--- src/rtl/cotm32_pkg.sv ---
// cotm32_pkg: core-wide widths shared by the cotm32 blocks, plus the
// instruction-memory loader state type and its checksum helper.
package cotm32_pkg;

  localparam int XLEN       = 32;
  localparam int INST_WIDTH = 32;
  localparam int BYTE_WIDTH = 8;

  // Loader session states
  typedef enum logic [2:0] {
    LDR_IDLE = 3'd0,
    LDR_LEN  = 3'd1,
    LDR_DATA = 3'd2,
    LDR_CSUM = 3'd3,
    LDR_DONE = 3'd4,
    LDR_ERR  = 3'd5
  } ldr_state_e;

  // Running stream checksum: XOR of every payload byte
  function automatic logic [BYTE_WIDTH-1:0] csum_next(
    input logic [BYTE_WIDTH-1:0] acc,
    input logic [BYTE_WIDTH-1:0] b
  );
    return acc ^ b;
  endfunction

endpackage

--- src/rtl/imem_loader.sv ---
// imem_loader: receives a byte stream (4-byte little-endian word count N,
// 4*N payload bytes, 1 XOR checksum byte) and writes the payload words into
// instruction memory through its synchronous write port. The core is stalled
// while o_busy is high.
// Ports:
//   i_clk, i_rst_n      clock, asynchronous active-low reset
//   i_start             one-cycle request to begin a session (IDLE/DONE/ERR only)
//   i_byte_valid/i_byte stream byte, accepted when o_byte_ready is also high
//   o_byte_ready        high in LEN, DATA, CSUM
//   o_wr_en/addr/data   one-cycle memory write strobe per assembled word
//   o_busy              session in progress
//   o_done/o_err        sticky session result, cleared by i_start
module imem_loader
  import cotm32_pkg::*;
#(
  parameter int              MEM_SIZE  = 1024,
  parameter logic [XLEN-1:0] BASE_ADDR = 32'h0000_0000
) (
  input  logic                  i_clk,
  input  logic                  i_rst_n,
  input  logic                  i_start,
  input  logic                  i_byte_valid,
  input  logic [BYTE_WIDTH-1:0] i_byte,
  output logic                  o_byte_ready,
  output logic                  o_wr_en,
  output logic [XLEN-1:0]       o_wr_addr,
  output logic [INST_WIDTH-1:0] o_wr_data,
  output logic                  o_busy,
  output logic                  o_done,
  output logic                  o_err
);

  // One extra bit so that N == MEM_SIZE is representable
  localparam int CNT_W = $clog2(MEM_SIZE) + 1;

  ldr_state_e            r_state;
  ldr_state_e            w_next_state;
  logic [1:0]            r_byte_idx;
  logic [CNT_W-1:0]      r_word_cnt;
  logic [XLEN-1:0]       r_len;
  logic [BYTE_WIDTH-1:0] r_csum;
  logic [INST_WIDTH-1:0] r_word;
  logic                  r_wr_en;
  logic [XLEN-1:0]       r_wr_addr;
  logic [INST_WIDTH-1:0] r_wr_data;
  logic                  r_done;
  logic                  r_err;

  logic                  w_byte_ready;
  logic                  w_busy;
  logic                  w_accept;
  logic                  w_last_byte;
  logic                  w_last_word;
  logic                  w_len_too_big;
  logic [XLEN-1:0]       w_len_full;
  logic [INST_WIDTH-1:0] w_word_full;
  logic [XLEN-1:0]       w_wr_addr;

  assign w_accept      = i_byte_valid & w_byte_ready;
  assign w_last_byte   = (r_byte_idx == 2'd3);
  assign w_last_word   = ((XLEN'(r_word_cnt) + XLEN'(32'd1)) == r_len);
  assign w_len_too_big = (w_len_full > XLEN'(MEM_SIZE));
  assign w_wr_addr     = BASE_ADDR + XLEN'({r_word_cnt, 2'b00});

  // Merge the incoming byte into its little-endian slot of the length/word
  always_comb begin
    w_len_full  = r_len;
    w_word_full = r_word;
    w_len_full[{r_byte_idx, 3'b000} +: BYTE_WIDTH]  = i_byte;
    w_word_full[{r_byte_idx, 3'b000} +: BYTE_WIDTH] = i_byte;
  end

  // FSM state register
  always_ff @(posedge i_clk or negedge i_rst_n) begin
    if (!i_rst_n) begin
      r_state <= LDR_IDLE;
    end else begin
      r_state <= w_next_state;
    end
  end

  // FSM next-state logic
  always_comb begin
    w_next_state = r_state;
    case (r_state)
      LDR_IDLE, LDR_DONE, LDR_ERR: begin
        if (i_start) w_next_state = LDR_LEN;
        else         w_next_state = r_state;
      end
      LDR_LEN: begin
        if (w_accept && w_last_byte) begin
          if (w_len_too_big)                      w_next_state = LDR_ERR;
          else if (w_len_full == {XLEN{1'b0}})    w_next_state = LDR_CSUM;
          else                                    w_next_state = LDR_DATA;
        end else begin
          w_next_state = LDR_LEN;
        end
      end
      LDR_DATA: begin
        if (w_accept && w_last_byte && w_last_word) w_next_state = LDR_CSUM;
        else                                        w_next_state = LDR_DATA;
      end
      LDR_CSUM: begin
        if (w_accept) begin
          if (i_byte == r_csum) w_next_state = LDR_DONE;
          else                  w_next_state = LDR_ERR;
        end else begin
          w_next_state = LDR_CSUM;
        end
      end
      default: w_next_state = LDR_IDLE;
    endcase
  end

  // FSM outputs: handshake and stall are pure functions of the state
  always_comb begin
    w_byte_ready = 1'b0;
    w_busy       = 1'b0;
    case (r_state)
      LDR_LEN, LDR_DATA, LDR_CSUM: begin
        w_byte_ready = 1'b1;
        w_busy       = 1'b1;
      end
      default: begin
        w_byte_ready = 1'b0;
        w_busy       = 1'b0;
      end
    endcase
  end

  // Datapath: length/word assembly, checksum, write strobe and sticky flags
  always_ff @(posedge i_clk or negedge i_rst_n) begin
    if (!i_rst_n) begin
      r_byte_idx <= 2'd0;
      r_word_cnt <= {CNT_W{1'b0}};
      r_len      <= {XLEN{1'b0}};
      r_csum     <= {BYTE_WIDTH{1'b0}};
      r_word     <= {INST_WIDTH{1'b0}};
      r_wr_en    <= 1'b0;
      r_wr_addr  <= BASE_ADDR;
      r_wr_data  <= {INST_WIDTH{1'b0}};
      r_done     <= 1'b0;
      r_err      <= 1'b0;
    end else begin
      r_wr_en <= 1'b0;
      case (r_state)
        LDR_IDLE, LDR_DONE, LDR_ERR: begin
          if (i_start) begin
            r_byte_idx <= 2'd0;
            r_word_cnt <= {CNT_W{1'b0}};
            r_len      <= {XLEN{1'b0}};
            r_csum     <= {BYTE_WIDTH{1'b0}};
            r_word     <= {INST_WIDTH{1'b0}};
            r_done     <= 1'b0;
            r_err      <= 1'b0;
          end
        end
        LDR_LEN: begin
          if (w_accept) begin
            r_len      <= w_len_full;
            r_byte_idx <= r_byte_idx + 2'd1;
            if (w_last_byte && w_len_too_big) r_err <= 1'b1;
          end
        end
        LDR_DATA: begin
          if (w_accept) begin
            r_word     <= w_word_full;
            r_csum     <= csum_next(r_csum, i_byte);
            r_byte_idx <= r_byte_idx + 2'd1;
            if (w_last_byte) begin
              // Strobe is registered, so it appears the cycle after the 4th byte
              r_wr_en    <= 1'b1;
              r_wr_addr  <= w_wr_addr;
              r_wr_data  <= w_word_full;
              r_word_cnt <= r_word_cnt + {{(CNT_W-1){1'b0}}, 1'b1};
            end
          end
        end
        LDR_CSUM: begin
          if (w_accept) begin
            if (i_byte == r_csum) r_done <= 1'b1;
            else                  r_err  <= 1'b1;
          end
        end
        default: begin
          r_wr_en <= 1'b0;
        end
      endcase
    end
  end

  assign o_byte_ready = w_byte_ready;
  assign o_busy       = w_busy;
  assign o_wr_en      = r_wr_en;
  assign o_wr_addr    = r_wr_addr;
  assign o_wr_data    = r_wr_data;
  assign o_done       = r_done;
  assign o_err        = r_err;

endmodule
--- config.mk ---
export PLATFORM = sky130hd
export DESIGN_NAME = imem_loader
export DESIGN_NICKNAME = d
export VERILOG_FILES = /design/src/rtl/cotm32_pkg.sv /design/src/rtl/imem_loader.sv
export SDC_FILE = /design/constraint.sdc
export NUM_CORES = 1
export LEC_CHECK = 0
export BUFFER_PORTS_ARGS = -buffer_cell sky130_fd_sc_hd__buf_2
export CELL_PAD_IN_SITES_DETAIL_PLACEMENT = 1
export CELL_PAD_IN_SITES_GLOBAL_PLACEMENT = 2
export CORE_ASPECT_RATIO = 0.9
export CORE_UTILIZATION = 33
export DETAILED_ROUTE_END_ITERATION = 8
export PLACE_DENSITY = 0.84
export SLEW_MARGIN = 20
export SYNTH_ARGS = -nofsm -noshare
export SYNTH_HDL_FRONTEND = slang
export SYNTH_SLANG_ARGS = --single-unit
--- constraint.sdc ---
create_clock -name i_clk -period 2.8 [get_ports i_clk]
set_clock_uncertainty 0.15 [all_clocks]
set_input_delay 0.56 -clock i_clk [delete_from_list [all_inputs] [get_ports i_clk]]
set_output_delay 0.56 -clock i_clk [all_outputs]
set_load 0.1 [all_outputs]
==> summary.md <==
| Metric | Value |
|---|---|
| Run status | completed |
| Die W | 150 microns |
| Clock buffer depth | 2 |
| Leak pwr | 3.69 nW |
| Worst VDD drop | 0.000495 V |
| DR top layer | met4 |
| Final worst slack | 98.7 ps |
| Hold Vio Cnt, Final | 0 |
| EDFF count, synth | 0 |
| Rows | 48 |
| First-pass GRT wire length | 32100 microns |
| Vias in the first global route | 5702 |
| Sequential area share after synthesis | 0.512 |
| Num CTS Buffers | 17 |
| Area leader, netlist | dfrtp_1 |
| Area Overhead vs Synth | 18.9% |
| CTS tree | done |
| WHS | 305 ps |
| Yosys top cell area share | 0.512 |
| H-tree levels | 4 |
| Root buffer cell | clkbuf_16 |
| Unrepaired setup endpoints after global routing | false |
| DP Wirelength | 13700 microns |
| Pre-CTS setup slack | 50.8 ps |
| Async set or reset register ratio after synthesis | 1.00 |
| Proportion of layout cells with a drive suffix above 1 | 0.195 |
| Initial Utilization | 0.339 |
| FMAX | 370 MHz |
| Antenna-violating nets left | 0 |
| Die area | 20400 sq um |
| Post-synthesis instance area | 6550 sq um |
| Final setup viols | 0 |
| FF+latch area | 3350 sq um |
| Crit Path Max Fanout | 7 |
| Worst-margin pin slew | 684 ps |
| Clk slew on worst S/H paths | 60 ps |
| Total track usage | 0.206 |
| Total power | 7.80 mW |
| Rel. slew slack | 0.541 |
| TNS Setup | 0 ps |
| Critical path cell sequence | inv_1, ha_1, and4b_4, or2_4, a2111oi_4, o2111ai_2, a311o_1 |
| Via Count | 5426 |
| Critical path startpoint category | register |
| Avg WL per Cell | 20.3 microns |
| Slowest-stage cell, CP | dfrtp_1 |
| Max cap viols | 0 |
| # IOs | 81 |
| Filler cells | 2201 |
| Predominant post-synthesis flop cell | dfrtp_1 |
| Most frequent cells in the layout | dfrtp_1, nor2_1, nand2_1 |
| Mapped Cells | 655 |
| Worst-Skew Late Latency | 410 ps |
| Hold Path Class | in -> reg |
| First-pass detailed-route iteration total | 5 |
| Crit path DAT | 2850 ps |
| Multi-input logic area | 2850 sq um |
| Critical Path Max Stage Delay | 430 ps |
| Post-synthesis register bit count | 134 |
| # port buffers | 59 |
| Pwr Density | 1000 nW/um^2 |
| Data required time of the critical path | 2950 ps |
| GRT Residual Overflow | 0 |
| Distinct cells, synth | 59 |
| Register-to-register setup slack | 100 ps |
| Setup Fix Bufs, Post-CTS | 0 |
| Largest cells by area after synthesis | dfrtp_1, a22o_1, nor2_1 |
| Setup Crit Path Kind | reg -> reg |
| Residual DRC | 0 |
| Vias per inst | 5.54 |
| Gpl congestion | 0.800 |
| Final Util | 0.404 |
| Chip height | 136 microns |
| Max-slew violation count | 0 |
| CTS Sinks | 134 |
| Syn Area/Cell | 9.99 sq um |
| Final nets | 736 |
| Initial antenna violation count | 0 |
| Met1 WL | 9120 microns |
| Fin crit share | 0.965 |
| Commonest non-fill, non-tap cell in the layout | dfrtp_1 |
| WL final | 19900 microns |
| CP Capture Type | register |
| Iteration-0 DRC Markers | 297 |
| Met2 wire length | 9810 microns |
| Antenna Cells | 0 |
| Final min period | 2700 ps |
| Met3 wire length | 786 microns |
| Largest net degree at the start of global routing | 61 |
| YS warnings | 0 |
| Core area | 19300 sq um |
[synth_stat cells, drive strengths merged (6+ instances only)]
cell type	instances
o31ai	6
buf	36
nand2	68
a221oi	26
mux2	6
o21ai	43
nand3	8
a32o	28
nor2	81
a21oi	21
nand4	6
ha	7
nor4	9
nor3	8
dfrtp	134
a22oi	7
a22o	37
xor2	7
a31oi	6
clkbuf	38
inv	13
xnor2	17
[registers in the layout (all words and copies together) (netlist names)]
signal      cells
o_wr_data      32
o_wr_en         1
r_word         32
o_err           1
o_wr_addr      11
r_csum          8
o_done          1
r_byte_idx      2
r_state         3
r_len          32
r_word_cnt     11
[worst paths after layout]
check	start	to	depth (start not counted)
worst max-delay path	r_byte_idx[1]	r_state[2]	7
worst min-delay path	i_byte[7]	r_csum[7]	3
worst max register to register	r_byte_idx[1]	r_state[2]	7
worst min register to register	o_wr_addr[5]	o_wr_addr[5]	2
max in group asynchronous	i_rst_n	r_word[2]	3
min in group asynchronous	i_rst_n	o_wr_addr[3]	2
[timing repair]
item | in CTS | in global routing
setup endpoints to repair | 0 | 2
hold endpoints to repair | 24 | 0
hold buffers | 1 | 0
resized for setup | 0 | 1
[cell type report]
class / count / area share
clock buffer: 22 / 0.0596
tap: 250 / 0.0402
sequential: 134 / 0.431
clock inverter: 9 / 0.0162
inverter: 14 / 0.00675
multi-input combinational: 453 / 0.366
timing repair buffer: 97 / 0.0805
[layer usage]
metal | vias to the layer above | global-route usage
li1 | 2462 | -
met1 | 2811 | 0.275
met2 | 141 | 0.343
met3 | 12 | 0.0434
met4 | 0 | 0.0421
met5 | - | 0
[through the flow]
stage	instance area, sq um	std cells
detailed placement	7180	947
floorplan	6620	675
global route	7780	979
CTS	7780	979
global placement	7180	947
finish	7780	979
[kinds of logic after synthesis]
kind of cell	Yosys count	share of synthesized area
adders and majority gates	7	0.0134
xor gates and xnor gates	24	0.0321
and+or+nand+nor	202	0.140
other	1	0.000573
muxes	6	0.0103
buffers and inverters	88	0.0661
DFF	134	0.512
AOI/OAI and AO/OA	193	0.225
[report_power, final]
group | internal [mW] | switching (mW) | total [mW] | leakage (nW)
logic | 0.958 | 2.08 | 3.04 | 1.55
registers | 2.24 | 0.263 | 2.50 | 1.85
clock network | 1.44 | 0.827 | 2.27 | 0.290
total | 4.63 | 3.17 | 7.80 | 3.69
[worst max-delay path: cells and delay by family, from the launching register on]
| family | cells | cell delay [ps] |
|---|---|---|
| compound gates | 3 | 990 |
| fa+ha+maj | 1 | 390 |
| flops | 1 | 430 |
| buf+inv | 1 | 110 |
| simple gates | 2 | 510 |
Note: power is estimated with default switching activity, not from simulation.
